`config.mk`:
```
export PLATFORM = sky130hd
export DESIGN_NAME = axi_write_arbiter
export DESIGN_NICKNAME = d
export VERILOG_FILES = /design/src/rtl/axi_write_arbiter.sv
export SDC_FILE = /design/constraint.sdc
export NUM_CORES = 1
export LEC_CHECK = 0
export BUFFER_PORTS_ARGS = -buffer_cell sky130_fd_sc_hd__buf_2
export CAP_MARGIN = 10
export CORE_AREA = 2 2 117 119
export CTS_CLUSTER_SIZE = 10
export DETAILED_ROUTE_END_ITERATION = 7
export DIE_AREA = 0 0 119 121
export PLACE_DENSITY = 0.55
export SYNTH_ARGS = -nofsm -noshare
export SYNTH_HDL_FRONTEND = slang
export SYNTH_SLANG_ARGS = --single-unit
```
`constraint.sdc`:
```
create_clock -name CLOCK -period 1.6 [get_ports CLOCK]
set_clock_uncertainty 0.05 [all_clocks]
set_input_delay 0.16 -clock CLOCK [delete_from_list [all_inputs] [get_ports CLOCK]]
set_output_delay 0.16 -clock CLOCK [all_outputs]
set_load 0.005 [all_outputs]
```
`src/rtl/axi_write_arbiter.sv`:
```
// ============================================================================
// Module   : axi_write_arbiter
// Brief    : Two-master / one-slave round-robin arbiter for the AXI write path
//            (AW, W, B). One master owns the slave for a whole transaction.
// Revision : 1.0 - initial release
// ============================================================================
`default_nettype none

module axi_write_arbiter #(
  parameter int WIDTH = 32,
  parameter int SIZE  = 3
) (
  input  logic                      CLOCK,
  input  logic                      RESET,

  // Master-side AW channel (master i in slice i)
  input  logic [1:0]                M_AWVALID,
  output logic [1:0]                M_AWREADY,
  input  logic [2*WIDTH-1:0]        M_AWADDR,
  input  logic [2*(WIDTH/8)-1:0]    M_AWID,
  input  logic [2*(WIDTH/8)-1:0]    M_AWLEN,
  input  logic [2*SIZE-1:0]         M_AWSIZE,
  input  logic [2*(SIZE-1)-1:0]     M_AWBURST,

  // Master-side W channel
  input  logic [1:0]                M_WVALID,
  output logic [1:0]                M_WREADY,
  input  logic [1:0]                M_WLAST,
  input  logic [2*WIDTH-1:0]        M_WDATA,
  input  logic [2*(WIDTH/8)-1:0]    M_WSTRB,
  input  logic [2*(WIDTH/8)-1:0]    M_WID,

  // Master-side B channel
  output logic [1:0]                M_BVALID,
  input  logic [1:0]                M_BREADY,
  output logic [2*(WIDTH/8)-1:0]    M_BID,
  output logic [2*(SIZE-1)-1:0]     M_BRESP,

  // Slave-side AW channel
  output logic                      S_AWVALID,
  input  logic                      S_AWREADY,
  output logic [WIDTH-1:0]          S_AWADDR,
  output logic [WIDTH/8-1:0]        S_AWID,
  output logic [WIDTH/8-1:0]        S_AWLEN,
  output logic [SIZE-1:0]           S_AWSIZE,
  output logic [SIZE-2:0]           S_AWBURST,

  // Slave-side W channel
  output logic                      S_WVALID,
  input  logic                      S_WREADY,
  output logic                      S_WLAST,
  output logic [WIDTH-1:0]          S_WDATA,
  output logic [WIDTH/8-1:0]        S_WSTRB,
  output logic [WIDTH/8-1:0]        S_WID,

  // Slave-side B channel
  input  logic                      S_BVALID,
  output logic                      S_BREADY,
  input  logic [WIDTH/8-1:0]        S_BID,
  input  logic [SIZE-2:0]           S_BRESP,

  // Status
  output logic [1:0]                GRANT,
  output logic                      PROTO_ERR
);

  localparam int IW = WIDTH / 8;
  localparam int BW = SIZE - 1;

  typedef enum logic [1:0] {
    ST_IDLE = 2'd0,
    ST_ADDR = 2'd1,
    ST_DATA = 2'd2,
    ST_RESP = 2'd3
  } state_t;

  state_t      r_state;
  logic [1:0]  r_grant;
  logic        r_ptr;
  logic [3:0]  r_cnt;
  logic [3:0]  r_len;
  logic        r_proto_err;

  logic        w_sel;
  logic        w_own;
  logic        w_in_addr;
  logic        w_in_data;
  logic        w_in_resp;
  logic        w_aw_fire;
  logic        w_w_fire;
  logic        w_b_fire;
  logic        w_final;
  logic [3:0]  w_awlen4;

  assign w_sel     = r_grant[1];
  assign w_own     = |r_grant;
  assign w_in_addr = (r_state == ST_ADDR);
  assign w_in_data = (r_state == ST_DATA);
  assign w_in_resp = (r_state == ST_RESP);

  // Payload follows the owner; with no owner the slave sees all-zero payload
  assign S_AWADDR  = !w_own ? '0 : (w_sel ? M_AWADDR[2*WIDTH-1:WIDTH] : M_AWADDR[WIDTH-1:0]);
  assign S_AWID    = !w_own ? '0 : (w_sel ? M_AWID[2*IW-1:IW]         : M_AWID[IW-1:0]);
  assign S_AWLEN   = !w_own ? '0 : (w_sel ? M_AWLEN[2*IW-1:IW]        : M_AWLEN[IW-1:0]);
  assign S_AWSIZE  = !w_own ? '0 : (w_sel ? M_AWSIZE[2*SIZE-1:SIZE]   : M_AWSIZE[SIZE-1:0]);
  assign S_AWBURST = !w_own ? '0 : (w_sel ? M_AWBURST[2*BW-1:BW]      : M_AWBURST[BW-1:0]);
  assign S_WDATA   = !w_own ? '0 : (w_sel ? M_WDATA[2*WIDTH-1:WIDTH]  : M_WDATA[WIDTH-1:0]);
  assign S_WSTRB   = !w_own ? '0 : (w_sel ? M_WSTRB[2*IW-1:IW]        : M_WSTRB[IW-1:0]);
  assign S_WID     = !w_own ? '0 : (w_sel ? M_WID[2*IW-1:IW]          : M_WID[IW-1:0]);

  assign S_AWVALID = w_in_addr & M_AWVALID[w_sel];
  assign S_WVALID  = w_in_data & M_WVALID[w_sel];
  assign S_WLAST   = w_in_data & M_WLAST[w_sel];
  assign S_BREADY  = w_in_resp & M_BREADY[w_sel];

  // GRANT is one-hot, so masking with it steers the ready/valid to the owner only
  assign M_AWREADY = {2{w_in_addr & S_AWREADY}} & r_grant;
  assign M_WREADY  = {2{w_in_data & S_WREADY}}  & r_grant;
  assign M_BVALID  = {2{w_in_resp & S_BVALID}}  & r_grant;

  assign M_BID     = {2{S_BID}};
  assign M_BRESP   = {2{S_BRESP}};

  assign w_aw_fire = S_AWVALID & S_AWREADY;
  assign w_w_fire  = S_WVALID & S_WREADY;
  assign w_b_fire  = S_BVALID & S_BREADY;
  assign w_final   = (r_cnt == r_len);

  generate
    if (IW >= 4) begin : g_len_wide
      assign w_awlen4 = S_AWLEN[3:0];
    end else begin : g_len_narrow
      assign w_awlen4 = {{(4-IW){1'b0}}, S_AWLEN};
    end
  endgenerate

  always_ff @(posedge CLOCK) begin
    if (!RESET) begin
      r_state     <= ST_IDLE;
      r_grant     <= 2'b00;
      r_ptr       <= 1'b0;
      r_cnt       <= 4'd0;
      r_len       <= 4'd0;
      r_proto_err <= 1'b0;
    end else begin
      case (r_state)
        ST_IDLE: begin
          if (|M_AWVALID) begin
            r_state <= ST_ADDR;
            if (&M_AWVALID) r_grant <= r_ptr ? 2'b10 : 2'b01;
            else            r_grant <= M_AWVALID;
          end
        end
        ST_ADDR: begin
          if (w_aw_fire) begin
            r_len   <= w_awlen4;
            r_cnt   <= 4'd0;
            r_state <= ST_DATA;
          end
        end
        ST_DATA: begin
          // The beat count, not WLAST, decides where the burst ends
          if (w_w_fire) begin
            if (S_WLAST != w_final) r_proto_err <= 1'b1;
            if (w_final) r_state <= ST_RESP;
            else         r_cnt   <= r_cnt + 4'd1;
          end
        end
        ST_RESP: begin
          if (w_b_fire) begin
            r_state <= ST_IDLE;
            r_grant <= 2'b00;
            r_ptr   <= ~w_sel;
          end
        end
        default: r_state <= ST_IDLE;
      endcase
    end
  end

  assign GRANT     = r_grant;
  assign PROTO_ERR = r_proto_err;

endmodule

`default_nettype wire

```
Yosys cells after proc, flatten, opt, wreduce, memory -nomap -nowiden
Cells that the tools add are included.
{"block": "word_totals", "register_bits": 14, "inputBits": 189, "output_inout_bits": 110, "wordCells": 83}
{"block": "op_classes", "add_sub_neg": 1, "order_cmp": 1, "n_eq_ne": 11, "mux": 38, "bitwise_logic": 14, "n_reduce_logical": 12}
{"op": "two-way mux 32 bit", "n": 4}
{"op": "two-way mux 4 bit", "n": 11}
{"op": "two-way mux 2 bit", "n": 10}
{"op": "bitwise AND 1 bit", "n": 10}
{"op": "two-way mux 1 bit", "n": 8}
{"op": "!= test 2 x 1 -> 1 bit (second input constant)", "n": 4}
{"op": "case mux 2 bit (4 select lines)", "n": 1}
{"op": "case mux 4 bit (2 select lines)", "n": 1}
{"op": "bitwise AND 2 bit", "n": 3}
{"op": "two-way mux 3 bit", "n": 2}
{"op": "AND reduction 2 bit", "n": 3}
{"op": "AND reduction 3 bit", "n": 2}
{"op": "AND reduction 5 bit", "n": 1}
{"op": "adder 4 x 1 -> 4 bit (second input constant)", "n": 1}
{"op": "equality test 2 bit (second input constant)", "n": 2}
{"op": "equality test 4 bit", "n": 1}
{"op": "!= test 2 bit (second input constant)", "n": 2}
{"op": "case mux 2 bit (2 select lines)", "n": 1}
{"op": "AND reduction 4 bit", "n": 1}
{"op": "nonzero test 2 bit", "n": 2}
{"op": "OR reduction 2 bit", "n": 2}
{"op": "equality test 2 x 1 -> 1 bit (second input constant)", "n": 1}
{"op": "logical NOT 2 bit", "n": 1}
{"op": "less-than comparator 1 x 2 -> 1 bit (second input constant)", "n": 1}
{"op": "other kinds (2)", "n": 2}

Depth between registers and ports, before layout
Gate-level depths: netlist (run 1).
{"block": "depth", "depth_word": 6, "depth_mapped": 8}

Worst setup path after synthesis (run 1)
OpenSTA, ideal clock, no wires.
{"block": "synth_path", "path_kind": "reg-to-reg", "startpoint": "reg r_state[0]", "endpoint": "reg r_state[0]", "setup_ns": 0.116, "arrival_time_ns": 1.550, "t_required_ns": 1.434, "setup_slack_ns": -0.116, "stages_incl_launch_ff": 7, "n_path_buf": 0, "synth_period_minus_slack_ns": 1.716, "path_cell_list": "dfxtp_1 -> inv_1 -> ha_1 -> or3b_2 -> nand2_1 -> and4bb_2 -> o211a_1"}
{"block": "synth_via", "elab_chain_len": 5}
{"item": "start, declared", "line_no": "77", "text": "state_t r_state;"}
{"item": "start signal, assigned", "line_no": "139", "text": "r_state <= ST_IDLE;"}
{"item": "start signal, assigned", "line_no": "149", "text": "r_state <= ST_ADDR;"}
{"item": "start signal, assigned", "line_no": "158", "text": "r_state <= ST_DATA;"}
{"item": "equality test 2 bit (tied with other cells)", "line_no": "99, 146"}
{"item": "bitwise AND 1 bit, on equally long branches", "line_no": "114, 111, 112"}
{"item": "bitwise AND 1 bit, on equally long branches", "line_no": "126, 124, 125"}
{"item": "!= test 2 x 1 -> 1 bit (no line)"}
{"item": "AND reduction 5 bit (no line)"}
Parallel ways exist; a longest one is shown, timed or not.
A chain may end at the register's enable or synchronous reset.

Final worst setup path (run 1)
{"block": "layout_path", "startpoint": "reg r_grant[1], in the netlist GRANT[1]", "endpoint": "out S_AWADDR[4]"}
{"block": "layout_via", "elab_chain_len": 2}
{"item": "start, declared", "line_no": "78", "text": "logic [1:0] r_grant;"}
{"item": "start signal, assigned", "line_no": "150", "text": "if (&M_AWVALID) r_grant <= r_ptr ? 2'b10 : 2'b01;"}
{"item": "two-way mux 32 bit / OR reduction 2 bit (equally long branches)", "line_no": "102, 96"}
{"item": "two-way mux 32 bit *", "line_no": "102", "text": "assign S_AWADDR = !w_own ? '0 : (w_sel ? M_AWADDR[2*WIDTH-1:WIDTH] : M_AWADDR[WIDTH-1:0]);"}
{"item": "end, declared", "line_no": "42", "text": "output logic [WIDTH-1:0] S_AWADDR,"}
Mark *: on every way between the ends. The rest lies on a longest branch, timed or not.

==> impl_metrics.json, run 1 <==
{
  "status": "complete, but fails checks",
  "failed_checks": "negative setup slack",
  "vias": 3092,
  "setup_viol": 75,
  "finalHoldViolations": 0,
  "postCtsHoldBufs": 0,
  "maxCapViolCount": 0,
  "die_h_um": 121,
  "clk-insertion-delay-late_ns": 0.24,
  "ys_warn_count": 0,
  "path_buf_inv": 4,
  "crit_path_top_delay_cell": "dfxtp_4",
  "grt_setup_unrepaired": "true",
  "p_leak_nw": 2.27,
  "cts_tree": "done",
  "slew_violations": 0,
  "fillerInstances": 1385,
  "dp.cells": 668,
  "fin_ws_ns": -0.0740,
  "peakVddDrop_v": 0.000271,
  "avgViaCountPerCell": 4.47,
  "place_congestion": 0.881,
  "cp-start-kind": "flop",
  "grt_overflow": 0,
  "synth-seq-cells": 14,
  "tightest_slew_ns": 0.297,
  "syn_area_per_cell_sq_um": 8.28,
  "synth_cell_types": 39,
  "rows": 42,
  "timing.final.crit_share": 1.05,
  "io_pins": 299,
  "final_cell_mix": "buf_2 (278), a22o_1 (84), buf_4 (19)",
  "wl_um": 11800,
  "post-dp-hpwl_um": 9050,
  "die_width_um": 119,
  "instances_no_fill": 692,
  "drtAntennaViolNets": 0,
  "cp.required_ns": 1.39,
  "syn_inst": 226,
  "ys.flop_type": "dfxtp_1",
  "clock_path_buffers": 2,
  "start_util": 0.143,
  "final_nets": 711,
  "grt_pass1_vias": 2950,
  "hold_class": "in -> reg",
  "htreeDepth": 1,
  "cts.reportedPaths.clkPinSlew_ns": 0.05,
  "timing.fmax_mhz": 597,
  "postSynth.asyncResetShare": 0,
  "criticalPathCategory": "reg -> out",
  "die-area_sq_mm": 0.0144,
  "worstPathMaxFanout": 7,
  "cts.sinks": 14,
  "cpLargestDelayFamily": "buffers and inverters",
  "power_density_mw_per_mm2": 980,
  "track_usage": 0.146,
  "yosysSeqAreaShare": 0.150,
  "worstPathArrival_ns": 1.46,
  "routedWlPerCell_um": 17.0,
  "end_kind": "primary output",
  "cts-root-buf": "clkbuf_16",
  "grt_pass1_wl_um": 16200,
  "post-route-min-period_ns": 1.67,
  "antenna_found_initial": 1,
  "layout_commonest_cell": "buf_2",
  "relSlewSlack": 0.796,
  "drt-initial-drc-count": 154,
  "crit_path_max_incr_delay_ns": 0.35,
  "drive_gt1_frac": 0.678,
  "fin_util": 0.309,
  "grt_max_degree": 39,
  "critical_path.most_common_cell": "buf_6",
  "crit_chain": "buf_6 -> nor2b_4 -> buf_6 -> clkbuf_16 -> a22o_1 -> buf_2",
  "syn_nets": 421,
  "numCtsBuffers": 3,
  "dr.pass1.iters": 4,
  "drc_errors": 0,
  "io_buffers": 280,
  "area_growth_pct": 116,
  "core_sq_mm": 0.0131,
  "netlist_area_sq_mm": 0.00187,
  "synth_edf_count": 0
}
sequential cells by signal, summed over array words and instances, names as in the netlist:
signal	count
GRANT	2
PROTO_ERR	1
r_cnt	4
r_len	4
r_ptr	1
r_state	2
cells by family after synthesis:
| kind of cell | Yosys count | share of synthesized area |
|---|---|---|
| AO/OA/AOI/OAI | 108 | 0.496 |
| XOR/XNOR | 5 | 0.0234 |
| adder cells (fa/ha/maj) | 6 | 0.0401 |
| buffers and inverters | 39 | 0.114 |
| flip-flops | 14 | 0.150 |
| multiplexers | 6 | 0.0341 |
| AND/OR/NAND/NOR | 48 | 0.142 |
final timing paths:
path,depth (start not counted),to,startpoint,slack (ns)
worst max-delay path,6,S_AWADDR[4],GRANT[1],-0.07
worst min-delay path,3,GRANT[1],M_AWVALID[1],0.20
worst max register to register,6,r_state[0],GRANT[1],-0.05
worst min register to register,1,PROTO_ERR,PROTO_ERR,0.41
worst reg2reg max path, stage by stage (launching register included):
cell and delay [ns]:
dfxtp_4 0.35, buf_4 0.15, mux2i_2 0.16, o21ai_2 0.16
nand2_2 0.07, or4_1 0.46, o211a_1 0.13
layer usage:
metal	track usage	vias up	wire length, um
li1	-	1454	-
met1	0.201	1457	4970
met2	0.242	173	5660
met3	0.0258	6	1100
met4	0.0201	2	31
met5	0	-	13
power by group:
| part | internal [mW] | total [mW] | switching, mW |
|---|---|---|---|
| Combinational | 1.65 | 2.98 | 1.33 |
| Sequential | 0.403 | 0.451 | 0.0476 |
| Clock | 0.379 | 0.530 | 0.151 |
through the flow:
| step | worst slack (ns) | total power, mW | TNS (ns) | instance area, sq um | hold slack, ns |
|---|---|---|---|---|---|
| 2_1_floorplan | -0.0177 | 1.68 | -0.0177 | 1890 | 0.259 |
| 3_3_place_gp | -0.0280 | 2.76 | -0.0376 | 3510 | 0.270 |
| 3_5_place_dp | -0.113 | 2.81 | -0.384 | 3510 | 0.270 |
| 4_1_cts | -0.114 | 3.90 | -5.78 | 3970 | 0.200 |
| 5_1_grt | -0.124 | 4.22 | -7.86 | 4040 | 0.242 |
| 6_report | -0.0740 | 3.96 | -2.06 | 4040 | 0.205 |
cell type report:
type | count | area, sq um | area share
Tap cell | 176 | 220 | 0.0545
Clock buffer | 4 | 88.8 | 0.0220
Multi-Input combinational cell | 173 | 1470 | 0.363
Timing Repair Buffer | 319 | 1950 | 0.482
Sequential cell | 14 | 289 | 0.0716
Antenna cell | 1 | 2.50 | 0.000620
Inverter | 5 | 23.8 | 0.00589
repair_timing:
action,CTS,global route
pin swaps,3,6
buffers inserted,10,2
gates resized for setup,31,7
gates cloned,7,3
endpoints found under the setup margin,95,95
synth_stat cells, types with 2 or more instances:
| library cell | number | area (sq um) |
|---|---|---|
| nand4b_1 | 2 | 17.5 |
| nand2_1 | 17 | 63.8 |
| o211a_1 | 2 | 20.0 |
| clkbuf_1 | 10 | 37.5 |
| nor2_1 | 5 | 18.8 |
| or4_1 | 2 | 15.0 |
| o21a_1 | 3 | 22.5 |
| and3_1 | 6 | 37.5 |
| nor3_1 | 2 | 10.0 |
| o21ai_0 | 5 | 25.0 |
| xnor2_1 | 4 | 35.0 |
| a21boi_0 | 6 | 45.0 |
| inv_1 | 5 | 18.8 |
| nand2b_1 | 2 | 12.5 |
| ha_1 | 6 | 75.1 |
| nand3_1 | 2 | 10.0 |
| a22o_1 | 85 | 744 |
| and2b_1 | 2 | 15.0 |
| mux2i_1 | 5 | 50.1 |
| nor2b_1 | 3 | 18.8 |
| buf_2 | 9 | 45.0 |
| buf_4 | 13 | 97.6 |
| dfxtp_1 | 14 | 280 |
No activity file was read; power rests on OpenSTA's default activity.
==> run 2, diff against run 1 <==
- CTS_CLUSTER_DIAMETER: default -> 60
- SETUP_SLACK_MARGIN: default -> 0.2
==> run 2 against run 1 <==
  * The flow still finishes with violations (negative setup slack)
  * Critical path depth decreased by 3
  * Setup slack got worse by 0.0081 ns
  * Fmax down 0.48%
  * Cell count increased by 0.72%
  * Global-route usage fell by 0.85 points
  * Flip-flop and latch count stayed put
  * Critical endpoint is now S_WID[3]
==> impl_metrics.json, run 2 (same netlist as run 1, synthesis figures left out) <==
{
  "worstPathMaxFanout": 51,
  "fin_area_sq_mm": 0.00412,
  "cts.reportedPaths.clkPinSlew_ns": 0.05,
  "finalHoldViolations": 0,
  "wl_um": 11300,
  "rows": 42,
  "crit_path_max_incr_delay_ns": 0.42,
  "avgViaCountPerCell": 4.44,
  "post-dp-hpwl_um": 8510,
  "numCtsBuffers": 3,
  "io_buffers": 280,
  "track_usage": 0.137,
  "setup_viol": 89,
  "timing.final.crit_share": 1.05,
  "grt_overflow": 0,
  "io_pins": 299,
  "worstPathArrival_ns": 1.47,
  "vias": 3095,
  "place_congestion": 0.830,
  "crit_path_top_delay_cell": "buf_4",
  "instances_no_fill": 697,
  "power_density_mw_per_mm2": 992,
  "dp.cells": 665,
  "clk-insertion-delay-late_ns": 0.25,
  "cts.sinks": 14,
  "die-area_sq_mm": 0.0144,
  "cts_tree": "done",
  "final_nets": 717,
  "dr.pass1.iters": 5,
  "crit_chain": "buf_4 -> a22o_1 -> buf_2",
  "slew_violations": 0,
  "grt_pass1_wl_um": 15800,
  "path_buf_inv": 2,
  "fin_ws_ns": -0.0821,
  "start_util": 0.143,
  "peakVddDrop_v": 0.000733,
  "grt_pass1_vias": 2917,
  "area_growth_pct": 120,
  "clock_path_buffers": 2,
  "drt-initial-drc-count": 136,
  "die_h_um": 121,
  "failed_checks": "negative setup slack",
  "status": "complete, but fails checks",
  "timing.fmax_mhz": 594,
  "drtAntennaViolNets": 0,
  "drive_gt1_frac": 0.699,
  "fillerInstances": 1393,
  "htreeDepth": 1,
  "relSlewSlack": 0.668,
  "tightest_slew_ns": 0.498,
  "end_kind": "primary output",
  "drc_errors": 0,
  "cts-root-buf": "clkbuf_16",
  "maxCapViolCount": 0,
  "hold_class": "in -> reg",
  "p_leak_nw": 2.28,
  "die_width_um": 119,
  "cpLargestDelayFamily": "buffers and inverters",
  "cp-start-kind": "flop",
  "core_sq_mm": 0.0131,
  "antenna_found_initial": 0,
  "final_cell_mix": "buf_2 (276), a22o_1 (85), buf_4 (27)",
  "routedWlPerCell_um": 16.1,
  "post-route-min-period_ns": 1.68,
  "grt_setup_unrepaired": "true",
  "whs_ns": 0.191,
  "grt_max_degree": 52,
  "placed_area_sq_mm": 0.00351,
  "cp.required_ns": 1.39,
  "layout_commonest_cell": "buf_2",
  "criticalPathCategory": "reg -> out",
  "insertedDiodeCount": 0,
  "largestRegisters": "r_cnt (4), r_len (4)",
  "postCtsHoldBufs": 0
}
run 2: path summary, 6_finish.rpt:
path                      to  cells after the start          from  slack, ns
setup reg to reg  r_state[0]                      6      GRANT[1]      -0.07
hold / removal      GRANT[1]                      3  M_AWVALID[1]       0.19
setup / recovery    S_WID[3]                      3      GRANT[1]      -0.08
hold reg to reg    PROTO_ERR                      1     PROTO_ERR       0.40
run 2: layout make-up:
type                       count  area (sq um)  area share
clock buffer                   4          88.8      0.0216
inverter                       5          26.3     0.00638
multi-input combinational    173          1530       0.372
sequential                    14           292      0.0708
tap                          176           220      0.0534
timing repair buffer         325          1960       0.476
run 2: stage by stage:
stage | worst slack [ns] | TNS, ns | utilization | power, mW
after floorplan | 0.0221 | 0 | - | 1.73
after global placement | -0.0135 | -0.0135 | 0.268 | 2.73
after detailed placement | -0.0757 | -0.0757 | 0.268 | 2.77
after CTS | -0.0941 | -4.97 | 0.302 | 3.83
after global routing | -0.141 | -9.95 | 0.315 | 4.34
final | -0.0821 | -4.00 | 0.315 | 4.09
run 2: timing repair:
action                     CTS  global route
setup endpoints to repair  104           108
gates cloned                 2             3
gates resized for setup     29            15
buffers inserted            16             7
pin swaps                   13             5
run 2: power by group:
part | total, mW | internal [mW] | switching, mW
clock network | 0.534 | 0.379 | 0.155
registers | 0.455 | 0.407 | 0.0482
logic | 3.10 | 1.72 | 1.38
total | 4.09 | 2.51 | 1.58
run 2: worst register-to-register path, stage by stage (launching register included):
cell     delay, ns
dfxtp_4       0.35
buf_4         0.15
mux2i_2       0.15
o21ai_2       0.17
nand2_2       0.08
or4_4         0.48
o211a_1       0.14
run 2: per-layer routing:
metal  vias up  global-route usage  wire length (um)
met5         -                   0                 0
met4         0              0.0208               124
met3        15              0.0211               859
met2       166               0.242              5540
met1      1445               0.179              4730
li1       1469                   -                 -
